`src/rtl/lsu_pkg.sv`:
```
// Shared types and constants for the load/store unit.
// LSU_MISALIGN_TRAP_EN turns misaligned halfword/word accesses into errors.
package lsu_pkg;

    typedef enum logic [1:0] {
        IDLE,
        ACCESS,
        WRITE,
        RESP
    } state_t;

    localparam logic [2:0] F3_LB  = 3'b000;
    localparam logic [2:0] F3_LH  = 3'b001;
    localparam logic [2:0] F3_LW  = 3'b010;
    localparam logic [2:0] F3_LBU = 3'b100;
    localparam logic [2:0] F3_LHU = 3'b101;
    localparam logic [2:0] F3_SB  = 3'b000;
    localparam logic [2:0] F3_SH  = 3'b001;
    localparam logic [2:0] F3_SW  = 3'b010;

    localparam logic [1:0] SZ_BYTE = 2'b00;
    localparam logic [1:0] SZ_HALF = 2'b01;
    localparam logic [1:0] SZ_WORD = 2'b10;

    localparam logic [1:0] LANE_0 = 2'b00;

    function automatic logic f3_legal(
        input logic       write,
        input logic [2:0] f3
    );
        if (write)
            return (f3 == F3_SB) || (f3 == F3_SH) || (f3 == F3_SW);
        else
            return (f3 == F3_LB) || (f3 == F3_LH) || (f3 == F3_LW)
                || (f3 == F3_LBU) || (f3 == F3_LHU);
    endfunction

    function automatic logic misaligned(
        input logic [2:0] f3,
        input logic [1:0] lane
    );
        return ((f3[1:0] == SZ_HALF) && lane[0])
            || ((f3[1:0] == SZ_WORD) && (lane != LANE_0));
    endfunction

endpackage

```
`src/rtl/lsu_align.sv`:
```
// Lane extract/extend for loads and lane merge for sub-word stores.
// Misaligned halfword/word lanes are truncated to natural alignment.
module lsu_align
    import lsu_pkg::*;
(
    input  logic [31:0] word,
    input  logic [31:0] wdata,
    input  logic [1:0]  lane,
    input  logic [2:0]  funct3,
    output logic [31:0] load_data,
    output logic [31:0] store_data
);

    logic [4:0]  sh;
    logic [31:0] shifted;
    logic [7:0]  b;
    logic [15:0] h;

    assign sh      = {lane, 3'b000};
    assign shifted = word >> sh;
    assign b       = shifted[7:0];
    assign h       = lane[1] ? word[31:16] : word[15:0];

    always_comb begin
        load_data = '0;
        case (funct3)
            F3_LB:   load_data = {{24{b[7]}}, b};
            F3_LH:   load_data = {{16{h[15]}}, h};
            F3_LW:   load_data = word;
            F3_LBU:  load_data = {24'h0, b};
            F3_LHU:  load_data = {16'h0, h};
            default: load_data = '0;
        endcase
    end

    always_comb begin
        store_data = word;
        case (funct3[1:0])
            SZ_BYTE: store_data = (word & ~(32'hFF << sh))
                                | ({24'h0, wdata[7:0]} << sh);
            SZ_HALF: store_data = lane[1]
                                ? {wdata[15:0], word[15:0]}
                                : {word[31:16], wdata[15:0]};
            SZ_WORD: store_data = wdata;
            default: store_data = word;
        endcase
    end

endmodule

```
`src/rtl/load_store_unit.sv`:
```
// Multicycle byte/half/word load-store initiator with RMW sub-word stores.
// Define LSU_MISALIGN_TRAP_EN to reject misaligned halfword/word accesses.
module load_store_unit
    import lsu_pkg::*;
#(
    parameter int ADDR_W = 32,
    parameter int DATA_W = 32
) (
    input  logic              clock,
    input  logic              reset,
    input  logic              req_valid,
    output logic              req_ready,
    input  logic              req_write,
    input  logic [2:0]        req_funct3,
    input  logic [ADDR_W-1:0] req_addr,
    input  logic [DATA_W-1:0] req_wdata,
    output logic              resp_valid,
    output logic [DATA_W-1:0] resp_rdata,
    output logic              resp_error,
    output logic              mem_writeEn,
    output logic [ADDR_W-1:0] mem_address,
    output logic [DATA_W-1:0] mem_write_data,
    input  logic [DATA_W-1:0] mem_read_data
);

    state_t            state;
    logic              write_q;
    logic [2:0]        funct3_q;
    logic [ADDR_W-1:0] addr_q;
    logic [DATA_W-1:0] wdata_q;
    logic [DATA_W-1:0] load_data;
    logic [DATA_W-1:0] store_data;
    logic              bad;

`ifdef LSU_MISALIGN_TRAP_EN
    assign bad = !f3_legal(write_q, funct3_q)
              || misaligned(funct3_q, addr_q[1:0]);
`else
    assign bad = !f3_legal(write_q, funct3_q);
`endif

    lsu_align u_align (
        .word       (mem_read_data),
        .wdata      (wdata_q),
        .lane       (addr_q[1:0]),
        .funct3     (funct3_q),
        .load_data  (load_data),
        .store_data (store_data)
    );

    // All outputs are registered and set on the transition into each state.
    always_ff @(posedge clock or negedge reset) begin
        if (!reset) begin
            state          <= IDLE;
            write_q        <= 1'b0;
            funct3_q       <= '0;
            addr_q         <= '0;
            wdata_q        <= '0;
            req_ready      <= 1'b1;
            resp_valid     <= 1'b0;
            resp_rdata     <= '0;
            resp_error     <= 1'b0;
            mem_writeEn    <= 1'b0;
            mem_address    <= '0;
            mem_write_data <= '0;
        end else begin
            unique case (state)
                IDLE: begin
                    if (req_valid) begin
                        write_q     <= req_write;
                        funct3_q    <= req_funct3;
                        addr_q      <= req_addr;
                        wdata_q     <= req_wdata;
                        req_ready   <= 1'b0;
                        mem_address <= {req_addr[ADDR_W-1:2], 2'b00};
                        state       <= ACCESS;
                    end
                end
                ACCESS: begin
                    if (bad) begin
                        mem_address <= '0;
                        resp_valid  <= 1'b1;
                        resp_error  <= 1'b1;
                        state       <= RESP;
                    end else if (!write_q) begin
                        mem_address <= '0;
                        resp_valid  <= 1'b1;
                        resp_rdata  <= load_data;
                        state       <= RESP;
                    end else begin
                        mem_writeEn    <= 1'b1;
                        mem_write_data <= store_data;
                        state          <= WRITE;
                    end
                end
                WRITE: begin
                    mem_writeEn    <= 1'b0;
                    mem_address    <= '0;
                    mem_write_data <= '0;
                    resp_valid     <= 1'b1;
                    state          <= RESP;
                end
                RESP: begin
                    resp_valid <= 1'b0;
                    resp_rdata <= '0;
                    resp_error <= 1'b0;
                    req_ready  <= 1'b1;
                    state      <= IDLE;
                end
                default: state <= IDLE;
            endcase
        end
    end

endmodule

```
`config.mk`:
```
export PLATFORM = sky130hd
export DESIGN_NAME = load_store_unit
export DESIGN_NICKNAME = d
export VERILOG_FILES = /design/src/rtl/lsu_pkg.sv /design/src/rtl/lsu_align.sv /design/src/rtl/load_store_unit.sv
export SDC_FILE = /design/constraint.sdc
export NUM_CORES = 1
export LEC_CHECK = 0
export CAP_MARGIN = 20
export CORE_ASPECT_RATIO = 0.8
export CORE_UTILIZATION = 43
export DETAILED_ROUTE_END_ITERATION = 7
export GPL_ROUTABILITY_DRIVEN = 0
export PLACE_DENSITY = 0.74
export SKIP_LAST_GASP = 1
export SYNTH_ARGS = -nofsm -noshare
export SYNTH_HDL_FRONTEND = slang
export SYNTH_HIERARCHICAL = 1
export SYNTH_SLANG_ARGS = --single-unit
```
`constraint.sdc`:
```
create_clock -name clock -period 3.01 [get_ports clock]
set_input_delay 0.602 -clock clock [delete_from_list [all_inputs] [get_ports clock]]
set_output_delay 0.602 -clock clock [all_outputs]
set_load 0.1 [all_outputs]
```
==> out/results.ini <==
[sta]
slew_violations = 0
setup_viol = 0
worst_pin_slew_ns = 0.9516
fmax_ghz = 0.4295
max-slew-margin-rel = 0.3656
fin_crit_sh = 0.7735
fin_worst_skew_ns = 0.01104
fin_setup_tns_ns = 0
timing.final.crit_period_ns = 2.328
rsz0062_at_grt = no
hold_viol_final = 0

[worst_setup_path]
cp_data_arrival_time_ns = 2.63
criticalPathCategory = flop to flop
cp.required_ns = 3.31
worstPathMaxFanout = 14
cp-end-kind = flop
critPathTopFamily = flip-flops
crit_buf_inv = 0
slowest_delay_ns = 0.70
critical_path.cell_chain = and2b_2 -> nor2_2 -> o21ai_4 -> mux2_1 -> a22o_1
cp_slowest_cell = dfrtp_1
startpoint_type = flop

[drt]
wl_met2_mm = 10.33
drt_wl_total_mm = 22.83
wl_per_cell_um = 21.51
drc_errors = 0
ant_nets = 0
drt-initial-drc-count = 772
first_pass_iters = 6
via_count = 6266
wl_met1_mm = 9.724
viasPerCell = 5.906
top_layer = met4
dr_wl_met3_mm = 2.249

[yosys]
netlist_area_sq_um = 7423
synth-seq-area-share = 0.4654
postSynthAreaPerCell_sq_um = 11.46
synth_top_family_by_area = compound AO/OA/AOI/OAI gates
synth_seq_cells = 138
synth_compound_area_frac = 0.1953
synth_flop_cell = dfrtp_1
synthSimpleGateAreaFrac = 0.1050
yosysWarnings = 6
synthArstFlopShare = 1.000
synth_edf_count = 0
ys_types = 58
synthAdderAreaFrac = 0.006742
synth_xor_area_frac = 0
netlist_instances = 648
synth_mux_area_frac = 0.1744

[place]
hpwl_mm = 16.61
io_buffers = 200

[global_route]
grt_pass1_vias = 6106
grt_pass1_wl_mm = 34.88
grt_remaining_overflow = 0
antenna_found_initial = 0
grt_usage = 0.2604
grt_max_degree = 51

[cts]
post_cts_buffers = 0
clk_latency_ns = 0.42
h-tree-depth = 4
cts_root_buf = clkbuf_16
clock_path_buffers = 2
post_cts_resized = 0
cts_tree = done
clkSinkCount = 138
clkTransAtPathRegs_ns = 0.06
cts_buffers = 17
holdBufCountCts = 0

[layout]
final_common_cell = dfrtp_1
nets = 936
syn2layout_area_growth_pct = 32.70
fill_cells = 1378
antenna_cells = 0
drive_gt1_frac = 0.2485
final-seq-area_sq_um = 3457
layout_common_cells = dfrtp_1 (135), buf_4 (112), clkdlybuf4s50_1 (101)
multi_input_area_sq_um = 3588

[floorplan]
die_w_um = 148.9
die_area_sq_um = 17800
rows = 42
ios = 203
coreArea_sq_um = 16710
start_util = 0.4442
die_h_um = 119.5

[status]
status = finished clean

[worst_hold_path]
worst_hold_path_type = input port to async pin

[job]
drv_cap = 0

-- metrics by stage --
stage	setup slack (ns)	util	hold WS, ns	std cells	area, sq um
floorplan	1.183	-	0.3064	649	7427
global placement	0.5951	0.5553	0.4564	1030	9280
detailed placement	0.4824	0.5553	0.4744	1030	9280
CTS	0.7642	0.5895	0.1250	1061	9851
global route	0.5930	0.5895	0.1489	1061	9851
finish	0.6816	0.5895	0.1312	1061	9851
-- cell type report --
type / instances / area share
flip-flops and latches: 138 / 0.3509
well taps: 220 / 0.02794
repair buffers: 216 / 0.1932
inverters: 15 / 0.005716
clock inverters: 11 / 0.01257
multi-input cells: 441 / 0.3643
clock buffers: 20 / 0.04534
-- registers in the layout, indices dropped and copies added (netlist names) --
name,count
addr_q,2
funct3_q,3
mem_address,30
mem_writeEn,1
mem_write_data,32
req_ready,1
resp_error,1
resp_rdata,32
resp_valid,1
state,2
wdata_q,32
write_q,1
-- Yosys cell counts, types with 3 or more instances --
library cell,n,share of area
dfrtp_1,137,0.46
a22o_1,65,0.077
nor2b_1,55,0.046
mux2_1,42,0.064
a21oi_1,41,0.028
nand2_1,31,0.016
mux2_4,30,0.061
buf_2,23,0.016
nor2_1,21,0.011
mux2i_1,18,0.024
o21ai_0,16,0.011
inv_1,15,0.0076
mux2_2,15,0.023
nand2b_1,15,0.013
clkbuf_1,13,0.0066
a221o_1,11,0.015
buf_4,10,0.010
o221ai_1,10,0.012
a31oi_1,9,0.0076
o211ai_1,9,0.0091
buf_6,8,0.012
a222oi_1,6,0.0081
a211oi_1,4,0.0040
ha_1,4,0.0067
and3_1,3,0.0025
o21ai_1,3,0.0020
-- logic make-up (layout without fill, tap and decap cells) --
logic type,Yosys count,in the layout
AO/OA/AOI/OAI,190,190
AND/OR/NAND/NOR,139,139
flip-flops,138,138
multiplexers,106,106
buffers and inverters,70,262
adder cells (fa/ha/maj),4,4
other,1,2
-- routing by layer --
layer / global-route usage / vias to the layer above
met3: 0.05741 / 43
met4: 0.08992 / 0
met5: 0 / -
met1: 0.3682 / 3084
met2: 0.3933 / 395
li1: - / 2744
-- final timing paths --
path,cells past startpoint,end,slack (ns),from
hold reg to reg,1,mem_writeEn,0.49,mem_writeEn
min in group clock,1,mem_writeEn,0.49,mem_writeEn
setup reg to reg,5,mem_write_data[7],0.68,addr_q[0]
max in group asynchronous,2,req_ready,2.15,reset
hold / removal,1,mem_writeEn,0.13,reset
setup / recovery,5,mem_write_data[7],0.68,addr_q[0]
Power is left out: the tool's default activity adds up to more than one toggle a clock period on the data nets, which glitch-free logic cannot reach.
